`config.mk`:
```
export PLATFORM = sky130hd
export DESIGN_NAME = mccu_throttle_flat
export DESIGN_NICKNAME = d
export VERILOG_FILES = /design/src/rtl/mccu_throttle_if.sv /design/src/rtl/mccu_throttle.sv /design/src/flat_wrapper.sv
export SDC_FILE = /design/constraint.sdc
export NUM_CORES = 1
export LEC_CHECK = 0
export ABC_AREA = 1
export CORE_MARGIN = 4
export CORE_UTILIZATION = 30
export DETAILED_ROUTE_END_ITERATION = 8
export SLEW_MARGIN = 20
export SYNTH_ARGS = -nofsm -noshare
export SYNTH_HDL_FRONTEND = slang
export SYNTH_SLANG_ARGS = --single-unit
```
`constraint.sdc`:
```
create_clock -name clk_i -period 3.1 [get_ports clk_i]
set_clock_uncertainty 0.2 [all_clocks]
set_input_delay 0.62 -clock clk_i [delete_from_list [all_inputs] [get_ports clk_i]]
set_output_delay 0.62 -clock clk_i [all_outputs]
set_load 0.02 [all_outputs]
```
`src/rtl/mccu_throttle_if.sv`:
```
// mccu_throttle_if: MCCU/core-side signal bundle for the throttle block.
// Build option: MCCU_THROTTLE_STATS_EN adds stall_cycles_o (per-core 32-bit stall-cycle counters).
interface mccu_throttle_if #(
  parameter int unsigned N_CORES   = 4,
  parameter int unsigned TIMEOUT_W = 16
);
  logic [N_CORES-1:0]   intr_MCCU_i;
  logic [N_CORES-1:0]   quota_refill_i;
  logic [N_CORES-1:0]   stall_ack_i;
  logic [TIMEOUT_W-1:0] release_cycles_i;
  logic [N_CORES-1:0]   timeout_clr_i;
  logic [N_CORES-1:0]   stall_req_o;
  logic [N_CORES-1:0]   timeout_o;
`ifdef MCCU_THROTTLE_STATS_EN
  logic [N_CORES*32-1:0] stall_cycles_o;
`endif

  // Environment side: MCCU and cores drive requests, observe throttle outputs
  modport master (
    output intr_MCCU_i, quota_refill_i, stall_ack_i, release_cycles_i, timeout_clr_i,
    input  stall_req_o, timeout_o
`ifdef MCCU_THROTTLE_STATS_EN
    , input stall_cycles_o
`endif
  );

  // Throttle side
  modport slave (
    input  intr_MCCU_i, quota_refill_i, stall_ack_i, release_cycles_i, timeout_clr_i,
    output stall_req_o, timeout_o
`ifdef MCCU_THROTTLE_STATS_EN
    , output stall_cycles_o
`endif
  );
endinterface

```
`src/rtl/mccu_throttle.sv`:
```
// mccu_throttle: per-core issue throttle driven by MCCU quota-exhausted interrupts.
// Each core runs IDLE -> REQ -> STALLED -> RELEASE; a stall ends on quota refill or
// when the stall window (release_cycles_i, 0 = unlimited) expires, the latter flagged
// in the sticky timeout_o.
// Build option: define MCCU_THROTTLE_STATS_EN to add stall_cycles_o, a saturating
// 32-bit count of STALLED cycles per core, cleared by timeout_clr_i.
module mccu_throttle #(
  parameter int unsigned N_CORES   = 4,
  parameter int unsigned TIMEOUT_W = 16
) (
  input  logic           clk_i,
  input  logic           rst_i,
  mccu_throttle_if.slave bus
);

  typedef enum logic [1:0] {
    ST_IDLE    = 2'd0,
    ST_REQ     = 2'd1,
    ST_STALLED = 2'd2,
    ST_RELEASE = 2'd3
  } state_e;

  state_e               state_q [N_CORES];
  state_e               state_d [N_CORES];
  logic [TIMEOUT_W-1:0] cnt_q   [N_CORES];
  logic [TIMEOUT_W-1:0] cnt_d   [N_CORES];
  logic [N_CORES-1:0]   intr_q, intr_d;
  logic [N_CORES-1:0]   stall_req_q, stall_req_d;
  logic [N_CORES-1:0]   timeout_q, timeout_d;
  logic [N_CORES-1:0]   intr_rise_c;
  logic                 limit_en_c;
  logic [TIMEOUT_W-1:0] limit_m1_c;

  // Per-core next-state, stall-window counter and sticky timeout
  always_comb begin
    intr_d      = bus.intr_MCCU_i;
    intr_rise_c = bus.intr_MCCU_i & ~intr_q;
    limit_en_c  = (bus.release_cycles_i != '0);
    limit_m1_c  = bus.release_cycles_i - TIMEOUT_W'(1);
    timeout_d   = timeout_q & ~bus.timeout_clr_i;
    stall_req_d = '0;
    for (int unsigned i = 0; i < N_CORES; i++) begin
      state_d[i] = state_q[i];
      cnt_d[i]   = cnt_q[i];
      case (state_q[i])
        ST_IDLE: begin
          if (intr_rise_c[i]) state_d[i] = ST_REQ;
        end
        ST_REQ: begin
          if (bus.quota_refill_i[i]) begin
            state_d[i] = ST_RELEASE;
          end else if (bus.stall_ack_i[i]) begin
            state_d[i] = ST_STALLED;
            cnt_d[i]   = '0;
          end
        end
        ST_STALLED: begin
          if (cnt_q[i] != '1) cnt_d[i] = cnt_q[i] + TIMEOUT_W'(1);
          // Refill has priority over the window expiring in the same cycle
          if (bus.quota_refill_i[i]) begin
            state_d[i] = ST_RELEASE;
          end else if (limit_en_c && (cnt_q[i] >= limit_m1_c)) begin
            state_d[i]   = ST_RELEASE;
            timeout_d[i] = 1'b1;
          end
        end
        ST_RELEASE: begin
          if (!bus.stall_ack_i[i]) state_d[i] = ST_IDLE;
        end
        default: state_d[i] = ST_IDLE;
      endcase
      stall_req_d[i] = (state_d[i] == ST_REQ) || (state_d[i] == ST_STALLED);
    end
  end

  // State, counter and output registers
  always_ff @(posedge clk_i or posedge rst_i) begin
    if (rst_i) begin
      intr_q      <= '0;
      stall_req_q <= '0;
      timeout_q   <= '0;
      for (int unsigned i = 0; i < N_CORES; i++) begin
        state_q[i] <= ST_IDLE;
        cnt_q[i]   <= '0;
      end
    end else begin
      intr_q      <= intr_d;
      stall_req_q <= stall_req_d;
      timeout_q   <= timeout_d;
      for (int unsigned i = 0; i < N_CORES; i++) begin
        state_q[i] <= state_d[i];
        cnt_q[i]   <= cnt_d[i];
      end
    end
  end

  assign bus.stall_req_o = stall_req_q;
  assign bus.timeout_o   = timeout_q;

`ifdef MCCU_THROTTLE_STATS_EN
  localparam int unsigned STAT_W = 32;

  logic [STAT_W-1:0] stat_q [N_CORES];
  logic [STAT_W-1:0] stat_d [N_CORES];

  // Saturating STALLED-cycle counters, cleared together with the timeout flag
  always_comb begin
    for (int unsigned i = 0; i < N_CORES; i++) begin
      stat_d[i] = stat_q[i];
      if ((state_q[i] == ST_STALLED) && (stat_q[i] != '1)) stat_d[i] = stat_q[i] + STAT_W'(1);
      if (bus.timeout_clr_i[i]) stat_d[i] = '0;
    end
  end

  // Statistics registers
  always_ff @(posedge clk_i or posedge rst_i) begin
    if (rst_i) begin
      for (int unsigned i = 0; i < N_CORES; i++) stat_q[i] <= '0;
    end else begin
      for (int unsigned i = 0; i < N_CORES; i++) stat_q[i] <= stat_d[i];
    end
  end

  for (genvar g = 0; g < N_CORES; g++) begin : g_stat_out
    assign bus.stall_cycles_o[g*STAT_W +: STAT_W] = stat_q[g];
  end
`endif

endmodule

```
`src/flat_wrapper.sv`:
```
// flat-port wrapper written by rule: the top's interface ports become plain ports
module mccu_throttle_flat 
#(
  parameter int unsigned N_CORES   = 4,
  parameter int unsigned TIMEOUT_W = 16
)
  (clk_i, rst_i, bus_intr_MCCU_i, bus_quota_refill_i, bus_stall_ack_i, bus_release_cycles_i, bus_timeout_clr_i, bus_stall_req_o, bus_timeout_o);
  mccu_throttle_if #(.N_CORES(N_CORES), .TIMEOUT_W(TIMEOUT_W)) bus_i ();
  input  logic clk_i;
  input  logic rst_i;
  input wire logic [$bits(bus_i.intr_MCCU_i)-1:0] bus_intr_MCCU_i;
  input wire logic [$bits(bus_i.quota_refill_i)-1:0] bus_quota_refill_i;
  input wire logic [$bits(bus_i.stall_ack_i)-1:0] bus_stall_ack_i;
  input wire logic [$bits(bus_i.release_cycles_i)-1:0] bus_release_cycles_i;
  input wire logic [$bits(bus_i.timeout_clr_i)-1:0] bus_timeout_clr_i;
  output wire logic [$bits(bus_i.stall_req_o)-1:0] bus_stall_req_o;
  output wire logic [$bits(bus_i.timeout_o)-1:0] bus_timeout_o;
  assign bus_i.intr_MCCU_i = bus_intr_MCCU_i;
  assign bus_i.quota_refill_i = bus_quota_refill_i;
  assign bus_i.stall_ack_i = bus_stall_ack_i;
  assign bus_i.release_cycles_i = bus_release_cycles_i;
  assign bus_i.timeout_clr_i = bus_timeout_clr_i;
  assign bus_stall_req_o = bus_i.stall_req_o;
  assign bus_timeout_o = bus_i.timeout_o;
  mccu_throttle #(.N_CORES(N_CORES), .TIMEOUT_W(TIMEOUT_W)) u_core (.clk_i(clk_i), .rst_i(rst_i), .bus(bus_i));
endmodule
```
==> impl_metrics.tcl, run 1 <==
set metrics [dict create \
    clkLatencyLatePin_ns 0.35 \
    finalSetupTns_ns 0 \
    pwr-share-comb 0.410 \
    synthesis.nets 952 \
    worst_path_most_repeated_cell "nand2_1" \
    crit_path_max_incr_delay_ns 0.31 \
    critPathRequiredTime_ns 3.14 \
    total_switching_power_uw 1930 \
    powerDensity_mw_per_mm2 577 \
    outcome "completed" \
    gp_congestion 0.858 \
    timing.final.ws_setup_ns 0.116 \
    critical-path-top-delay-family "simple AND/OR/NAND/NOR gates" \
    cp.arrival_ns 3.03 \
    grt_pass1_wl_um 27200 \
    synth_area_leaders "dfrtp_1 (34%), ha_1 (12%), nand2_1 (12%)" \
    dp.cells 1222 \
    drive_gt1_frac 0.175 \
    synth.avg_cell_area_um2 7.29 \
    diodes 0 \
    synth_cell_type_count 40 \
    drc 0 \
    cts_sinks 84 \
    synth_area_mm2 0.00624 \
    slew_viol_final 0 \
    p_leak_uw 0.00403 \
    core_mm2 0.0204 \
    ys_seq_area_frac 0.337 \
    synth_largest_area_cell "dfrtp_1" \
    wl_um 16800 \
    syn2layout_area_growth_pct 29.2 \
    final-hold-violation-count 0 \
    dieArea_mm2 0.0232 \
    ir_drop_mv 0.238 \
    finalCritPeriodShare 0.962 \
    crit_type "input port to flop" \
    grt_max_degree 42 \
    max_freq_mhz 335 \
    ios 42 \
    hold_path.class "flop to flop" \
    p_total_uw 4660 \
    start_util 0.307 \
    ctsHoldBuffers 0 \
    num_vias 5784 \
    fp.dieW_um 152 \
    cts-root-buf "clkbuf_16" \
    viasPerCell 4.62 \
    grt_pass1_vias 5444 \
    pwr-share-seq 0.371 \
    io_buffers 41 \
    fin_cells 1253 \
    dp_hpwl_um 12700 \
    fp-row-count 52 \
    worst_slew_pin_slew_ns 0.689 \
    grt-ovfl-total 0 \
    detailedPlace.worstSlack_ns -0.825 \
    startpoint_type "input port" \
    clockPowerShare 0.219 \
    max_slew_margin 0.539 \
    yosysWarnings 0 \
    nets 1074 \
    clock_path_buffers 2 \
    netlist_instances 856 \
    htreeDepth 3 \
    num-fill-cells 2108 \
    ys_seq_elements 84 \
    path_max_fanout 4 \
    maxCapViolCount 0 \
    antenna_found_initial 0 \
    first_iter_violations 355 \
    min_period_ns 2.98 \
    wl_per_cell_um 13.4 \
    firstDrtPassIters 5 \
    path_clk_slew_ns 0.06 \
    die_h_um 152 \
    path_buf_inv 3 \
    crit_chain "buf_4 -> buf_4 -> nor2_2 -> nand2_2 -> nor2_8 -> nand4_1 -> xor2_4 -> ha_4 -> nand4_1 -> inv_1 -> nand2_1 -> nand3b_1 -> nor2_1 -> nand2_1 -> nand3_2 -> nand2_2 -> nand2_1 -> nand2_1 -> nand2_1 -> nand2_1 -> nand2_1 -> nand2_1" \
    cts_tree "yes" \
    antenna_left 0 \
    cts_buffers 9 \
    synth.top_cell.area_share 0.337 \
    critPathSlowestCell "ha_4" \
    swShare 0.414 \
    p_int_uw 2730 \
    endpoint_kind "flop" \
    grt_usage 0.143 \
    finalSetupViolCount 0 \
]
[timing repair]
action	CTS	global route
setup endpoints to repair	12	12
endpoints found under the hold margin	0	0
pin swaps	22	27
resized for setup	52	48
buffers inserted	11	4
[sequential cells by signal (all words and copies together) (netlist names)]
signal	cells
u_core.cnt_q	64
u_core.state_q	8
u_core.bus.stall_req_o	4
u_core.intr_q	4
u_core.bus.timeout_o	4
[worst paths after layout]
check / startpoint / endpoint / slack [ns] / cells past startpoint
setup / recovery: bus_release_cycles_i[7] / u_core.bus.stall_req_o[2]$_DFF_PP0_ / 0.12 / 22
setup reg to reg: u_core.cnt_q[1]$_DFFE_PP0P_ / u_core.cnt_q[14]$_DFFE_PP0P_ / 0.57 / 14
max in group asynchronous: rst_i / u_core.cnt_q[10]$_DFFE_PP0P_ / 1.57 / 3
hold / removal: u_core.bus.timeout_o[3]$_DFF_PP0_ / u_core.bus.timeout_o[3]$_DFF_PP0_ / 0.33 / 2
hold reg to reg: u_core.bus.timeout_o[3]$_DFF_PP0_ / u_core.bus.timeout_o[3]$_DFF_PP0_ / 0.33 / 2
min in group asynchronous: rst_i / u_core.cnt_q[22]$_DFFE_PP0P_ / 0.47 / 2
[layout by cell type (no fill, tap or decap), types with 3 or more instances in the layout]
cell type	netlist	layout
nand2_1	193	186
o21ai_0	33	33
a211oi_1	8	8
nor3_2	3	4
xor2_1	16	11
nand3_1	46	44
nand2_2	10	15
nand3_2	5	7
nor2_4	2	4
a31oi_1	8	8
buf_6	0	4
clkbuf_16	0	9
dlygate4sd2_1	0	3
inv_1	165	157
nand2_4	3	5
xor2_4	0	3
buf_4	0	70
clkdlybuf4s50_1	0	26
clkbuf_2	0	4
ha_1	62	53
nor2_1	78	73
nor4_1	4	3
dfrtp_1	84	84
clkinv_2	0	3
nor3_1	27	25
inv_2	4	10
a21oi_1	47	47
o21a_1	6	6
o32ai_1	4	4
ha_4	0	9
a221oi_1	3	3
nand4_1	13	13
nor2_2	4	7
o22ai_1	5	5
xnor2_1	5	4
[power by group through the flow]
stage / clock [µW] / sequential, µW / combinational [µW]
2_1_floorplan: 0 / 1670 / 1280
3_5_place_dp: 0 / 1730 / 1860
6_report: 1020 / 1720 / 1910
4_1_cts: 1050 / 1720 / 1890
5_1_grt: 1090 / 1770 / 2210
3_3_place_gp: 0 / 1730 / 1830
[metrics by stage]
step / cell area [µm²] / util / hold slack, ns
after global routing: 8070 / 0.396 / 0.362
final: 8070 / 0.396 / 0.330
after detailed placement: 7420 / 0.364 / 0.294
after floorplan: 6240 / - / 0.263
after CTS: 7920 / 0.389 / 0.301
after global placement: 7420 / 0.364 / 0.291
[synthesized netlist by cell type (all sizes together)]
master / n
o21a: 6
dfrtp: 84
or2: 1
nand3: 53
nor2: 85
buf: 1
nor3: 30
nand4: 13
a41oi: 1
o31ai: 2
nand3b: 2
nor4: 5
nor3b: 1
nand2: 206
o21ai: 33
a221oi: 3
a211oi: 8
o21bai: 2
a21oi: 47
inv: 169
o32ai: 4
o22ai: 5
and3: 1
or4: 1
a311oi: 1
a31oi: 8
xor2: 16
xnor2: 5
a32o: 1
ha: 62
[tightest hold or removal path, stage by stage (launching register included)]
cell and delay (ns):
dfrtp_1 0.37, inv_1 0.05, o32ai_1 0.07
[cell type report]
cell class | count | area (µm²) | share of cell area
clock buffer | 12 | 246 | 0.0306
clock inverter | 4 | 25.0 | 0.00310
inverter | 169 | 638 | 0.0791
multi-input combinational | 602 | 3780 | 0.469
sequential | 84 | 2100 | 0.261
tap | 270 | 338 | 0.0419
timing repair buffer | 112 | 932 | 0.116
[layer usage]
layer	wire length, µm	share of wire	up-vias	track usage
met1	8140	0.48	2643	0.192
met4	322	0.019	0	0.0432
met2	7840	0.47	95	0.235
met3	498	0.030	22	0.0256
li1	-	-	3024	-
met5	0	0	-	0
[logic make-up after synthesis]
kind of cell / synth area share
xor gates and xnor gates: 0.0295
DFF: 0.337
buffers and inverters: 0.102
AOI/OAI and AO/OA: 0.113
adders and majority gates: 0.124
and+or+nand+nor: 0.294
Note: power is estimated with default switching activity, not from simulation.
==> run 2: changes to the inputs <==
--- a/config.mk
+++ b/config.mk
@@ -6,6 +6,7 @@
 export NUM_CORES = 1
 export LEC_CHECK = 0
 export ABC_AREA = 1
+export CAP_MARGIN = 20
 export CORE_MARGIN = 4
 export CORE_UTILIZATION = 30
 export DETAILED_ROUTE_END_ITERATION = 8
@@ -13,3 +14,4 @@
 export SYNTH_ARGS = -nofsm -noshare
 export SYNTH_HDL_FRONTEND = slang
 export SYNTH_SLANG_ARGS = --single-unit
+export TNS_END_PERCENT = 20
==> constraint.sdc (replaced) <==
create_clock -name clk_i -period 3.1 [get_ports clk_i]
set_clock_uncertainty 0.2 [all_clocks]
set_input_delay 0.62 -clock clk_i [delete_from_list [all_inputs] [get_ports clk_i]]
set_output_delay 0.62 -clock clk_i [all_outputs]
set_load 0.01 [all_outputs]
==> results of run 2 <==
The final DEF is identical to that of run 1. Status: completed.
Among the figures that moved: total power 4660 µW -> 4630 µW
==> run 3: changes to the inputs <==
--- a/config.mk
+++ b/config.mk
@@ -7,7 +7,6 @@
 export LEC_CHECK = 0
 export ABC_AREA = 1
 export CAP_MARGIN = 20
-export CORE_MARGIN = 4
 export CORE_UTILIZATION = 30
 export DETAILED_ROUTE_END_ITERATION = 8
 export SLEW_MARGIN = 20
==> impl_metrics.tcl, run 3 (synthesis gave the netlist of run 1 again) <==
set metrics [dict create \
    cp.arrival_ns 3.03 \
    finalCritPeriodShare 0.947 \
    ir_drop_mv 0.230 \
    drive_gt1_frac 0.183 \
    fp-row-count 52 \
    max_freq_mhz 341 \
    diodes 0 \
    r2r_setup_slack_ns 0.67 \
    p_leak_uw 0.00411 \
    critPathSlowestCell "xor2_4" \
    path_clk_slew_ns 0.06 \
    top_register "u_core.cnt_q" \
    final-hold-violation-count 0 \
    num_vias 5821 \
    firstDrtPassIters 6 \
    regToRegEndpoint "u_core.cnt_q[31]$_DFFE_PP0P_" \
    final_cell_mix "nand2_1 (186), inv_1 (156), dfrtp_1 (84), buf_4 (73), nor2_1 (71)" \
    wl_per_cell_um 13.1 \
    rsz0062_at_grt "yes" \
    nets 1079 \
    endpoint_kind "flop" \
    worst_path_most_repeated_cell "nand2_1" \
    worst_slew_pin_slew_ns 0.474 \
    crit_path_max_incr_delay_ns 0.30 \
    place_area_mm2 0.00747 \
    startpoint_type "input port" \
    wl_um 16400 \
    min_period_ns 2.94 \
    p_total_uw 4690 \
    r2r_cells 12 \
    maxCapViolCount 0 \
    hold_path.class "flop to flop" \
    core_mm2 0.0203 \
    holdWs_ns 0.337 \
    die_h_um 146 \
    fp.dieW_um 146 \
    ios 42 \
    largest_reg_flops 64 \
    grt_max_degree 85 \
    max_slew_margin 0.684 \
    hp-start "u_core.bus.timeout_o[0]$_DFF_PP0_" \
    antenna_found_initial 0 \
    post-route-util 0.400 \
    layout_commonest_cell "nand2_1" \
    powerDensity_mw_per_mm2 577 \
    crit_type "input port to flop" \
    viasPerCell 4.63 \
    ctsHoldBuffers 0 \
    cts-root-buf "clkbuf_16" \
    crit_end "u_core.bus.stall_req_o[0]$_DFF_PP0_" \
    dieArea_mm2 0.0214 \
    num-fill-cells 2093 \
    htreeDepth 3 \
    cts_sinks 84 \
    grt-ovfl-total 0 \
    io_buffers 41 \
    first_iter_violations 335 \
    clkLatencyLatePin_ns 0.35 \
    critPathLaunch "bus_release_cycles_i[3]" \
    outcome "completed" \
    cts_buffers 9 \
    top_regs "u_core.cnt_q x64, u_core.state_q x8" \
    grt_usage 0.163 \
    syn2layout_area_growth_pct 30.2 \
    antenna_left 0 \
    clock_path_buffers 2 \
    slew_viol_final 0 \
    fin_area_mm2 0.00813 \
    grt_pass1_vias 5733 \
    path_max_fanout 4 \
    drc 0 \
    crit_chain "buf_8 -> nor2_4 -> nand2_2 -> nor2_4 -> nand3_4 -> nor2_4 -> nand2_4 -> xor2_4 -> ha_4 -> buf_4 -> nand2_1 -> nor2_2 -> a211oi_2 -> nand3_2 -> nand2_2 -> nand2_1 -> nand2_1 -> nand2_1 -> nand2_1 -> nand2_1 -> nand2_1" \
    gp_congestion 0.848 \
    finalSetupViolCount 0 \
    critPathRequiredTime_ns 3.20 \
    cts_tree "yes" \
    grt_pass1_wl_um 27800 \
    start_util 0.308 \
    dp_hpwl_um 12600 \
    timing.rr.start "u_core.cnt_q[17]$_DFFE_PP0P_" \
]
## run 3: cell count changes in the layout (fill, tap and decap cells not counted), sizes merged
cell | before | now
clkinvlp | 2 | 1
clkinv | 3 | 4
buf | 77 | 84
dlygate4sd2 | 3 | 0
dlymetal6s2s | 2 | 4
clkbuf | 16 | 15
## run 3: worst min-delay path by stage
stage | endpoint | depth (start not counted)
final | u_core.bus.timeout_o[0]$_DFF_PP0_ | 2
after global routing | u_core.cnt_q[30]$_DFFE_PP0P_ | 1
after CTS | u_core.cnt_q[15]$_DFFE_PP0P_ | 1
after detailed placement | u_core.cnt_q[15]$_DFFE_PP0P_ | 1
after global placement | u_core.cnt_q[48]$_DFFE_PP0P_ | 1
after floorplan | u_core.cnt_q[15]$_DFFE_PP0P_ | 1
## run 3: routing by layer
metal  up-vias  part of all wire  global-route usage
met5         -                 0                   0
met4         0             0.019              0.0526
met3        20             0.036              0.0263
met2        90              0.48               0.276
met1      2670              0.47               0.212
li1       3041                 -                   -
## run 3: layout make-up
type / count / area [µm²] / area share
Clock buffer: 12 / 267 / 0.0328
Clock inverter: 4 / 22.5 / 0.00277
Inverter: 169 / 648 / 0.0798
Multi-Input combinational cell: 602 / 3750 / 0.461
Sequential cell: 84 / 2100 / 0.259
Tap cell: 270 / 338 / 0.0416
Timing Repair Buffer: 117 / 1000 / 0.123
## run 3: stage by stage
| step | cells | worst slack [ns] | setup TNS [ns] |
|---|---|---|---|
| global route | 1258 | -0.0206 | -0.0206 |
| CTS | 1256 | 0.00172 | 0 |
| floorplan | 856 | 0.0187 | 0 |
| detailed placement | 1229 | -0.722 | -8.06 |
| global placement | 1229 | -0.721 | -7.96 |
| finish | 1258 | 0.165 | 0 |
## run 3: repair_timing
action | CTS | global route
pin swaps | 25 | 38
setup endpoints to repair | 12 | 12
setup buffers | 11 | 4
gates resized for setup | 52 | 63
cloned | 0 | 0
## run 3: critical path, delay by kind of cell
| family | cells | cell delay [ns] |
|---|---|---|
| AND/OR/NAND/NOR | 16 | 1.38 |
| AO/OA/AOI/OAI | 1 | 0.24 |
| buffers and inverters | 2 | 0.23 |
| adder cells (fa/ha/maj) | 1 | 0.26 |
| XOR/XNOR | 1 | 0.30 |
## run 3: power breakdown
part	internal (µW)	switching [µW]	leakage, µW	total, µW
combinational	777	1140	0.00285	1910
clock	604	452	0.000144	1060
sequential	1400	319	0.00111	1720
